==> config.mk <==
export PLATFORM = sky130hd
export DESIGN_NAME = tmr_scrub_controller
export DESIGN_NICKNAME = d
export VERILOG_FILES = /design/src/rtl/tmr_pkg.sv /design/src/rtl/tmr_scrub_controller_voter.sv /design/src/rtl/tmr_scrub_controller.sv
export SDC_FILE = /design/constraint.sdc
export NUM_CORES = 2
export LEC_CHECK = 0
export BUFFER_PORTS_ARGS = -buffer_cell sky130_fd_sc_hd__buf_2
export CORE_MARGIN = 2
export CORE_UTILIZATION = 35
export CTS_CLUSTER_DIAMETER = 200
export CTS_CLUSTER_SIZE = 14
export DETAILED_ROUTE_END_ITERATION = 16
export PLACE_DENSITY_LB_ADDON = 0.1
export SYNTH_ARGS = -nofsm -noshare
export SYNTH_HDL_FRONTEND = slang
export SYNTH_SLANG_ARGS = --single-unit
export TNS_END_PERCENT = 1
==> constraint.sdc <==
create_clock -name clk -period 9.3 [get_ports clk]
set_input_delay 1.86 -clock clk [delete_from_list [all_inputs] [get_ports clk]]
set_output_delay 1.86 -clock clk [all_outputs]
set_load 0.005 [all_outputs]
==> src/rtl/tmr_pkg.sv <==
// tmr_pkg: shared widths, scrub FSM state type and a saturating
// increment used by the scrub controller and its voter.
package tmr_pkg;

  localparam int DATA_W = 192;
  localparam int WORD_W = 16;
  localparam int WORDS  = 12;

  typedef enum logic [2:0] {
    IDLE,
    RD,
    VOTE,
    WR,
    NEXT
  } state_e;

  function automatic logic [15:0] sat_inc(input logic [15:0] v);
    return (v == 16'hFFFF) ? v : v + 16'd1;
  endfunction

endpackage

==> src/rtl/tmr_scrub_controller_voter.sv <==
// TMR_Voter: bitwise 2-of-3 majority over a 192-bit triplicated entry.
// Ports: a_i/b_i/c_i copies in; voted_o majority; error_flags_o[w]=1
// when all three copies of 16-bit word w differ pairwise.
module TMR_Voter
  import tmr_pkg::*;
(
  input  logic [DATA_W-1:0] a_i,
  input  logic [DATA_W-1:0] b_i,
  input  logic [DATA_W-1:0] c_i,
  output logic [DATA_W-1:0] voted_o,
  output logic [WORDS-1:0]  error_flags_o
);

  assign voted_o = (a_i & b_i) | (a_i & c_i) | (b_i & c_i);

  for (genvar w = 0; w < WORDS; w++) begin : g_word
    logic [WORD_W-1:0] a, b, c;
    assign a = a_i[w*WORD_W +: WORD_W];
    assign b = b_i[w*WORD_W +: WORD_W];
    assign c = c_i[w*WORD_W +: WORD_W];
    assign error_flags_o[w] = (a != b) && (a != c) && (b != c);
  end

endmodule

==> src/rtl/tmr_scrub_controller.sv <==
// tmr_scrub_controller: walks DEPTH triplicated entries, votes each one,
// writes back corrected data and keeps saturating error statistics.
// Ports: clk/rst_n; enable_i, scrub_now_i, clear_i controls;
// mem_rd_req_o/mem_rd_ack_i/copy1..3_i read side; mem_wr_req_o/
// mem_wr_data_o/mem_wr_ack_i write side; mem_addr_o shared address;
// busy_o, pass_done_o, corrected_cnt_o, uncorr_cnt_o, fault_o,
// fault_addr_o, timeout_o status.
module tmr_scrub_controller
  import tmr_pkg::*;
#(
  parameter int DEPTH          = 16,
  parameter int SCRUB_INTERVAL = 1024,
  parameter int ACK_TIMEOUT    = 255
) (
  input  logic                     clk,
  input  logic                     rst_n,
  input  logic                     enable_i,
  input  logic                     scrub_now_i,
  input  logic                     clear_i,
  output logic                     mem_rd_req_o,
  output logic [$clog2(DEPTH)-1:0] mem_addr_o,
  input  logic                     mem_rd_ack_i,
  input  logic [DATA_W-1:0]        copy1_i,
  input  logic [DATA_W-1:0]        copy2_i,
  input  logic [DATA_W-1:0]        copy3_i,
  output logic                     mem_wr_req_o,
  output logic [DATA_W-1:0]        mem_wr_data_o,
  input  logic                     mem_wr_ack_i,
  output logic                     busy_o,
  output logic                     pass_done_o,
  output logic [15:0]              corrected_cnt_o,
  output logic [15:0]              uncorr_cnt_o,
  output logic                     fault_o,
  output logic [$clog2(DEPTH)-1:0] fault_addr_o,
  output logic                     timeout_o
);

  localparam int AW = $clog2(DEPTH);
  localparam int IW = $clog2(SCRUB_INTERVAL + 1);
  localparam int TW = $clog2(ACK_TIMEOUT + 1);
  localparam logic [AW-1:0] A_LAST = AW'(DEPTH - 1);
  localparam logic [IW-1:0] I_LAST = IW'(SCRUB_INTERVAL - 1);
  localparam logic [TW-1:0] T_LAST = TW'(ACK_TIMEOUT - 1);

  state_e            state_q, state_d;
  logic [AW-1:0]     addr_q, addr_d;
  logic [IW-1:0]     ival_q, ival_d;
  logic [TW-1:0]     wait_q, wait_d;
  logic              auto_q, auto_d;
  logic [DATA_W-1:0] cp1_q, cp1_d;
  logic [DATA_W-1:0] cp2_q, cp2_d;
  logic [DATA_W-1:0] cp3_q, cp3_d;
  logic [15:0]       corr_q, corr_d;
  logic [15:0]       unc_q, unc_d;
  logic              fault_q, fault_d;
  logic [AW-1:0]     faddr_q, faddr_d;
  logic              tmo_q, tmo_d;

  logic [DATA_W-1:0] voted;
  logic [WORDS-1:0]  err_flags;
  logic              mismatch;

  TMR_Voter u_voter (
    .a_i          (cp1_q),
    .b_i          (cp2_q),
    .c_i          (cp3_q),
    .voted_o      (voted),
    .error_flags_o(err_flags)
  );

  assign mismatch = (cp1_q != voted) || (cp2_q != voted) ||
                    (cp3_q != voted);

  always_comb begin
    state_d = state_q;
    addr_d  = addr_q;
    ival_d  = ival_q;
    wait_d  = wait_q;
    auto_d  = auto_q;
    cp1_d   = cp1_q;
    cp2_d   = cp2_q;
    cp3_d   = cp3_q;
    corr_d  = corr_q;
    unc_d   = unc_q;
    fault_d = fault_q;
    faddr_d = faddr_q;
    tmo_d   = tmo_q;
    unique case (state_q)
      IDLE: begin
        if (enable_i) ival_d = ival_q + 1'b1;
        if (scrub_now_i || (enable_i && ival_q == I_LAST)) begin
          state_d = RD;
          addr_d  = '0;
          ival_d  = '0;
          wait_d  = '0;
          // a manual request wins, so the pass ignores enable_i
          auto_d  = !scrub_now_i;
        end
      end
      RD: begin
        if (mem_rd_ack_i) begin
          cp1_d   = copy1_i;
          cp2_d   = copy2_i;
          cp3_d   = copy3_i;
          state_d = VOTE;
        end else if (wait_q == T_LAST) begin
          tmo_d   = 1'b1;
          state_d = IDLE;
        end else begin
          wait_d = wait_q + 1'b1;
        end
      end
      VOTE: begin
        wait_d = '0;
        if (|err_flags) begin
          unc_d   = sat_inc(unc_q);
          fault_d = 1'b1;
          if (!fault_q) faddr_d = addr_q;
          state_d = NEXT;
        end else if (mismatch) begin
          state_d = WR;
        end else begin
          state_d = NEXT;
        end
      end
      WR: begin
        if (mem_wr_ack_i) begin
          corr_d  = sat_inc(corr_q);
          state_d = NEXT;
        end else if (wait_q == T_LAST) begin
          tmo_d   = 1'b1;
          state_d = IDLE;
        end else begin
          wait_d = wait_q + 1'b1;
        end
      end
      NEXT: begin
        wait_d = '0;
        if (addr_q == A_LAST) begin
          state_d = IDLE;
        end else if (!enable_i && auto_q) begin
          state_d = IDLE;
        end else begin
          addr_d  = addr_q + 1'b1;
          state_d = RD;
        end
      end
      default: state_d = IDLE;
    endcase
    if (clear_i) begin
      corr_d  = '0;
      unc_d   = '0;
      fault_d = 1'b0;
      faddr_d = '0;
      tmo_d   = 1'b0;
    end
  end

  always_ff @(posedge clk or negedge rst_n) begin
    if (!rst_n) begin
      state_q <= IDLE;
      addr_q  <= '0;
      ival_q  <= '0;
      wait_q  <= '0;
      auto_q  <= 1'b0;
      cp1_q   <= '0;
      cp2_q   <= '0;
      cp3_q   <= '0;
      corr_q  <= '0;
      unc_q   <= '0;
      fault_q <= 1'b0;
      faddr_q <= '0;
      tmo_q   <= 1'b0;
    end else begin
      state_q <= state_d;
      addr_q  <= addr_d;
      ival_q  <= ival_d;
      wait_q  <= wait_d;
      auto_q  <= auto_d;
      cp1_q   <= cp1_d;
      cp2_q   <= cp2_d;
      cp3_q   <= cp3_d;
      corr_q  <= corr_d;
      unc_q   <= unc_d;
      fault_q <= fault_d;
      faddr_q <= faddr_d;
      tmo_q   <= tmo_d;
    end
  end

  assign mem_rd_req_o    = (state_q == RD);
  assign mem_wr_req_o    = (state_q == WR);
  assign mem_wr_data_o   = (state_q == WR) ? voted : '0;
  assign mem_addr_o      = addr_q;
  assign busy_o          = (state_q != IDLE);
  assign pass_done_o     = (state_q == NEXT) && (addr_q == A_LAST);
  assign corrected_cnt_o = corr_q;
  assign uncorr_cnt_o    = unc_q;
  assign fault_o         = fault_q;
  assign fault_addr_o    = faddr_q;
  assign timeout_o       = tmo_q;

endmodule

== After elaboration in Yosys (flattened, before gate mapping) ==
Cells that the tools add are included.

* $add $sub $neg: 5
* Equal/unequal tests: 58
* Mux-type cells: 41
* Bitwise logic cells: 5
* Reductions and logical operators: 54

{| class="wikitable"
|+ Operators by type and width
! operator !! number
|-
| AND 192 bit || 3
|-
| != test 16 bit || 36
|-
| != test 192 bit || 3
|-
| bitwise OR 192 bit || 2
|-
| 2-to-1 mux 192 bit || 1
|-
| 2-to-1 mux 16 bit || 8
|-
| adder 16 x 1 -> 16 bit, second input constant || 2
|-
| equality test 16 bit, second input constant || 2
|-
| 2-to-1 mux 8 bit || 4
|-
| one-hot mux 8 bit (4 select lines) || 1
|-
| 2-to-1 mux 4 bit || 7
|-
| logical AND 1 bit || 27
|-
| 2-to-1 mux 11 bit || 2
|-
| 2-to-1 mux 3 bit || 6
|-
| != test 2 bit, second input constant || 8
|-
| one-hot mux 3 bit (5 select lines) || 1
|-
| AND reduction 3 bit || 4
|-
| nonzero test 2 bit || 6
|-
| OR reduction 12 bit || 1
|-
| adder 11 x 1 -> 11 bit, second input constant || 1
|-
| equality test 11 x 10 -> 1 bit, second input constant || 1
|-
| 2-to-1 mux 1 bit || 9
|-
| adder 8 x 1 -> 8 bit, second input constant || 1
|-
| equality test 8 bit, second input constant || 1
|-
| other kinds (16) || 26
|}

* Register bits after elaboration: 641
* Input bits: 583
* Output and inout port bits: 238
* Logic and storage cells: 176

== Depth between registers and ports, before layout ==
* Depth after elaboration: 9
* Mapped depth: 10
* Gate-level depth less buffers: 9

== By module ==
From an unflattened synthesis, not the netlist that was laid out.

* Cells, all modules: 3,620
* Area, all modules: 41,718.8 um^2

{| class="wikitable"
|+ Modules (own cells, without submodules)
! module !! times used !! cells each !! area an instance (um^2)
|-
| tmr_scrub_controller || 1 || 2,660 || 32,034.5
|-
| TMR_Voter || 1 || 960 || 9,684.3
|}

== Worst setup path after synthesis ==
No wires, ideal clock.

* Path kind: input-to-reg
* Start point: input port enable_i
* End point: register addr_q[3], in the netlist mem_addr_o[3]
* Library setup time: 0.132 ns
* Data arrival time: 3.104 ns
* Slack: 6.064 ns
* Stages on the path: 7
* Buffers on the path: 0
* Cells stage by stage: nand4b_1 > o21bai_1 > nor2_1 > a2111oi_0 > nand4_1 > xor2_1 > nor2_1

* Word-level cells in the longest chain between the ends: 4
* Elaborated cells on any way between the ends: 7
* Classes of those cells: eq/ne (2); reduce/logical (5)

{| class="wikitable"
|+ Ends and longest elaborated chain
! item !! line !! RTL
|-
| from (decl) || tmr_scrub_controller.sv:17 || <nowiki>input logic enable_i,</nowiki>
|-
| zero test 1 bit / logical AND 1 bit (equally long branches) || tmr_scrub_controller.sv:141, tmr_scrub_controller.sv:91 ||
|-
| logical AND 1 bit / logical OR 1 bit (equally long branches) || tmr_scrub_controller.sv:141, tmr_scrub_controller.sv:91 ||
|-
| != test 2 bit (no source line) || n/a ||
|-
| AND reduction 4 bit (no source line) * || n/a ||
|-
| to (signal assigned) || tmr_scrub_controller.sv:176 || <nowiki>addr_q <= addr_d;</nowiki>
|-
| to (decl) || tmr_scrub_controller.sv:46 || <nowiki>logic [AW-1:0] addr_q, addr_d;</nowiki>
|}

Mark *: on every way between the ends. The rest lies on a longest branch, timed or not.
A chain may end at the register's enable or synchronous reset.

== Final worst setup path ==
* Start point: register state_q[0]
* End point: output port mem_wr_data_o[14]

* Word-level cells in the longest chain between the ends: 2

{| class="wikitable"
|+ Ends and longest elaborated chain
! item !! line !! RTL
|-
| from (decl) || tmr_scrub_controller.sv:45 || <nowiki>state_e state_q, state_d;</nowiki>
|-
| from (signal assigned) || tmr_scrub_controller.sv:175 || <nowiki>state_q <= state_d;</nowiki>
|-
| equality test 3 x 2 -> 1 bit || tmr_scrub_controller.sv:193 || <nowiki>assign mem_wr_data_o = (state_q == WR) ? voted : '0;</nowiki>
|-
| 2-to-1 mux 192 bit || tmr_scrub_controller.sv:193 ||
|-
| to (decl) || tmr_scrub_controller.sv:27 || <nowiki>output logic [DATA_W-1:0] mem_wr_data_o,</nowiki>
|}

No other way between the ends.

==> summary.md <==
| Metric | Value |
|---|---|
| Port Buffers | `approximately 800` |
| Total Routing Usage GR | `0.344` |
| DRC errors left | `0` |
| Final setup violation count | `0` |
| Vias per inst | `5.46` |
| Ys Warns | `0` |
| Post-layout utilization of the core | `0.414` |
| Wirelength per Cell | `~30 um` |
| Syn_nets | `roughly 6000` |
| CP cell instances | `nor2b_1, nand2_4, buf_4, buf_16, nor2_1, buf_2` |
| Num CTS Buffers | `51` |
| Routed Antenna Nets | `0` |
| Total Die Area | `121000 um2` |
| Pleak | `about 25 nW` |
| Most common cell after layout, fill and taps aside | `nand2_1` |
| Distinct cells, synth | `52` |
| Sw frac | `0.582` |
| Worst Path Required | `7440 ps` |
| CP Capture Type | `output port` |
| DP HPWL | `roughly 180000 um` |
| Worst-path clk slew | `approximately 70 ps` |
| Initial antenna violation count | `19` |
| Clock sink count | `641` |
| Worst-case clock buffer depth | `3` |
| CP Buf/Inv Count | `3` |
| Die height | `about 350 um` |
| Failing checks | `max-capacitance violations, max-slew violations` |
| P_int | `between 0.009 and 0.01 W` |
| Via count | `~39000` |
| Commonest non-fill, non-tap cells in the layout | `nand2_1 (1782), buf_2 (819), dfrtp_1 (641)` |
| Psw | `0.0129 W` |
| Hold Startpoint | `timeout_o$_DFFE_PN0P_` |
| Post-synthesis average cell area | `8.65 um2` |
| Cells after DPL | `about 7000` |
| Crit start category | `flop` |
| CTS root buf | `clkbuf_16` |
| Worst hold path type | `flop to flop` |
| Final Cycle Share | `0.612` |
| Detailed Route Iter0 Violations | `approximately 3400` |
| Final Cell Area | `a little under 50000 um2` |
| Power per standard cell area | `about 450 nW/um2` |
| # resized after CTS | `0` |
| Pin count of the biggest net entering global routing | `197` |
| Critical path launch point | `state_q[0]$_DFFE_PN0P_` |
| Layout area overhead | `17.6%` |
| Mapped Area | `roughly 41000 um2` |
| Seq/Total Area, Yosys | `0.388` |
| Number of synthesized flops with an enable pin | `0` |
| Layout cells sized above 1 | `0.177` |
| CTS Hold Bufs | `0` |
| Number of global-route vias before repair | `roughly 37000` |
| Hold WS | `507 ps` |
| Die Wd | `about 350 um` |
| RSZ-0062 raised after global routing | `false` |
| CTS tree | `built` |
| Maximum VDD drop | `about 0.21 mV` |
| Slowest-stage cell, CP | `dfrtp_1` |
| Fmax | `0.176 GHz` |
| Asr flop ratio synth | `1.00` |
| Status | `finished with violations` |
| H-tree levels | `2` |
| Synthesized flop and latch total | `approximately 640` |
| Synth Flop Type | `dfrtp_1` |
| Worst slew margin | `-0.0334` |
| Fin Setup TNS | `0 ps` |
| Max_cap viols | `1` |
| Initial DRT Pass Iterations | `5` |
| Setup bufs post-CTS | `0` |
| Final WL | `approximately 210000 um` |
| Initial Util | `0.352` |
| Final hold vios | `0` |
| Final cell count without fillers | `between 7000 and 8000` |
| Reg2reg start | `cp1_q[1]$_DFFE_PN0P_` |
| Crit-path max FO | `between 60 and 70` |
| Fin nets | `between 6000 and 7000` |
| Worst-Skew Late Latency | `670 ps` |
| Least-Margin Pin Slew | `around 1500 ps` |
| CP Class | `flop to output port` |
| Crit-path leading delay family | `simple AND/OR/NAND/NOR gates` |
| Rows | `126` |
| Worst EP arrival | `3830 ps` |
| I/O pin count | `821` |
| Max Slew Vio Count | `2` |
| Post-Synthesis Cells | `around 4800` |
| Gp weighted congestion | `roughly 1.1` |
| Logic gate share of total power | `0.634` |
| Core ar. | `118000 um2` |
| Dpl cell area | `about 47000 um2` |
| Final min period | `roughly 5700 ps` |
| Clock Power Share | `0.095` |
| First-pass GRT wire length | `just under 300000 um` |
| Total gr overflow | `0` |
| Register share of total power | `0.270` |
| Slowest stage delay, CP | `roughly 550 ps` |
| Max Clock Skew | `~27 ps` |
==> power by group through the flow <==
stage / Clock, W / Combinational, W / Sequential, W
2_1_floorplan: 0 / 0.00688 / 0.00527
3_3_place_gp: 0 / 0.0135 / 0.00592
3_5_place_dp: 0 / 0.0136 / 0.00596
4_1_cts: 0.00216 / 0.0136 / 0.00592
5_1_grt: 0.00223 / 0.0146 / 0.00613
6_report: 0.00211 / 0.0140 / 0.00597
==> registers in the layout, summed over array words and instances, names as in the netlist, 4 cells and up <==
signal	count
cp1_q	192
cp2_q	192
cp3_q	192
corrected_cnt_o	16
uncorr_cnt_o	16
ival_q	11
wait_q	8
fault_addr_o	4
mem_addr_o	4
==> path summary, 6_finish.rpt <==
path / slack, ps / depth (start not counted) / end
worst max-delay path: 3610 / 6 / mem_wr_data_o[14]
worst min-delay path: 510 / 2 / timeout_o$_DFFE_PN0P_
worst max register to register: 4390 / 9 / state_q[1]$_DFFE_PN0P_
worst min register to register: 510 / 2 / timeout_o$_DFFE_PN0P_
max in group asynchronous: 6190 / 3 / cp1_q[57]$_DFFE_PN0P_
min in group asynchronous: 1220 / 1 / cp1_q[106]$_DFFE_PN0P_
==> per-layer routing <==
| metal | vias up | global-route usage | routed length (um) |
|---|---|---|---|
| met3 | 373 | 0.0688 | 16500 |
| met5 | - | 0 | 63 |
| li1 | 17700 | - | - |
| met4 | 10 | 0.178 | 13000 |
| met2 | 1545 | 0.545 | 95500 |
| met1 | 19100 | 0.445 | 88100 |
==> kinds of logic (layout without fill, tap and decap cells) <==
logic type,after synthesis,after routing,share of synthesized area
AO/OA/AOI/OAI,116,116,0.0190
XOR/XNOR,526,526,0.111
adder cells (fa/ha/maj),582,582,0.176
buffers and inverters,168,930,0.0152
flip-flops,641,641,0.388
multiplexers,6,6,0.00148
other,0,3,0
AND/OR/NAND/NOR,2747,2747,0.290
==> cell usage after synthesis (6+ instances only) <==
cell | count | share of area
nand2_1 | 1784 | 0.16
a21oi_1 | 32 | 0.0039
o21ai_0 | 24 | 0.0029
o311a_1 | 7 | 0.0017
nor4_1 | 277 | 0.042
ha_1 | 582 | 0.18
o31a_1 | 15 | 0.0032
nor3_1 | 168 | 0.020
dfrtp_1 | 641 | 0.39
xor2_1 | 98 | 0.021
inv_1 | 7 | 0.00063
and3_1 | 6 | 0.00091
xnor2_1 | 428 | 0.091
clkbuf_1 | 158 | 0.014
or3_1 | 13 | 0.0020
nand3_1 | 35 | 0.0042
nor2_1 | 283 | 0.026
nand4_1 | 101 | 0.015
nor3_2 | 39 | 0.0094
o22ai_1 | 11 | 0.0017
and4_1 | 8 | 0.0017
==> metrics by stage <==
stage	total power (W)	worst slack, ps
after floorplan	0.0122	6060
final	0.0221	3610
after detailed placement	0.0195	4120
after global routing	0.0229	3460
after CTS	0.0217	3390
after global placement	0.0195	4150
==> area by class of cell <==
cell class,instances,area [um2]
multi-input cells,3977,24800
clock buffers,52,1300
repair buffers,868,4590
fillers,12300,68900
well taps,1536,1920
flip-flops and latches,641,16000
clock inverters,3,30.0
diodes,3,7.51
inverters,7,26.3
==> worst min-delay path, stage by stage, from the launching register on <==
cell and delay, ps:
dfrtp_1 350, a41oi_1 50, nor2_1 80
No activity file was read; power rests on OpenSTA's default activity.
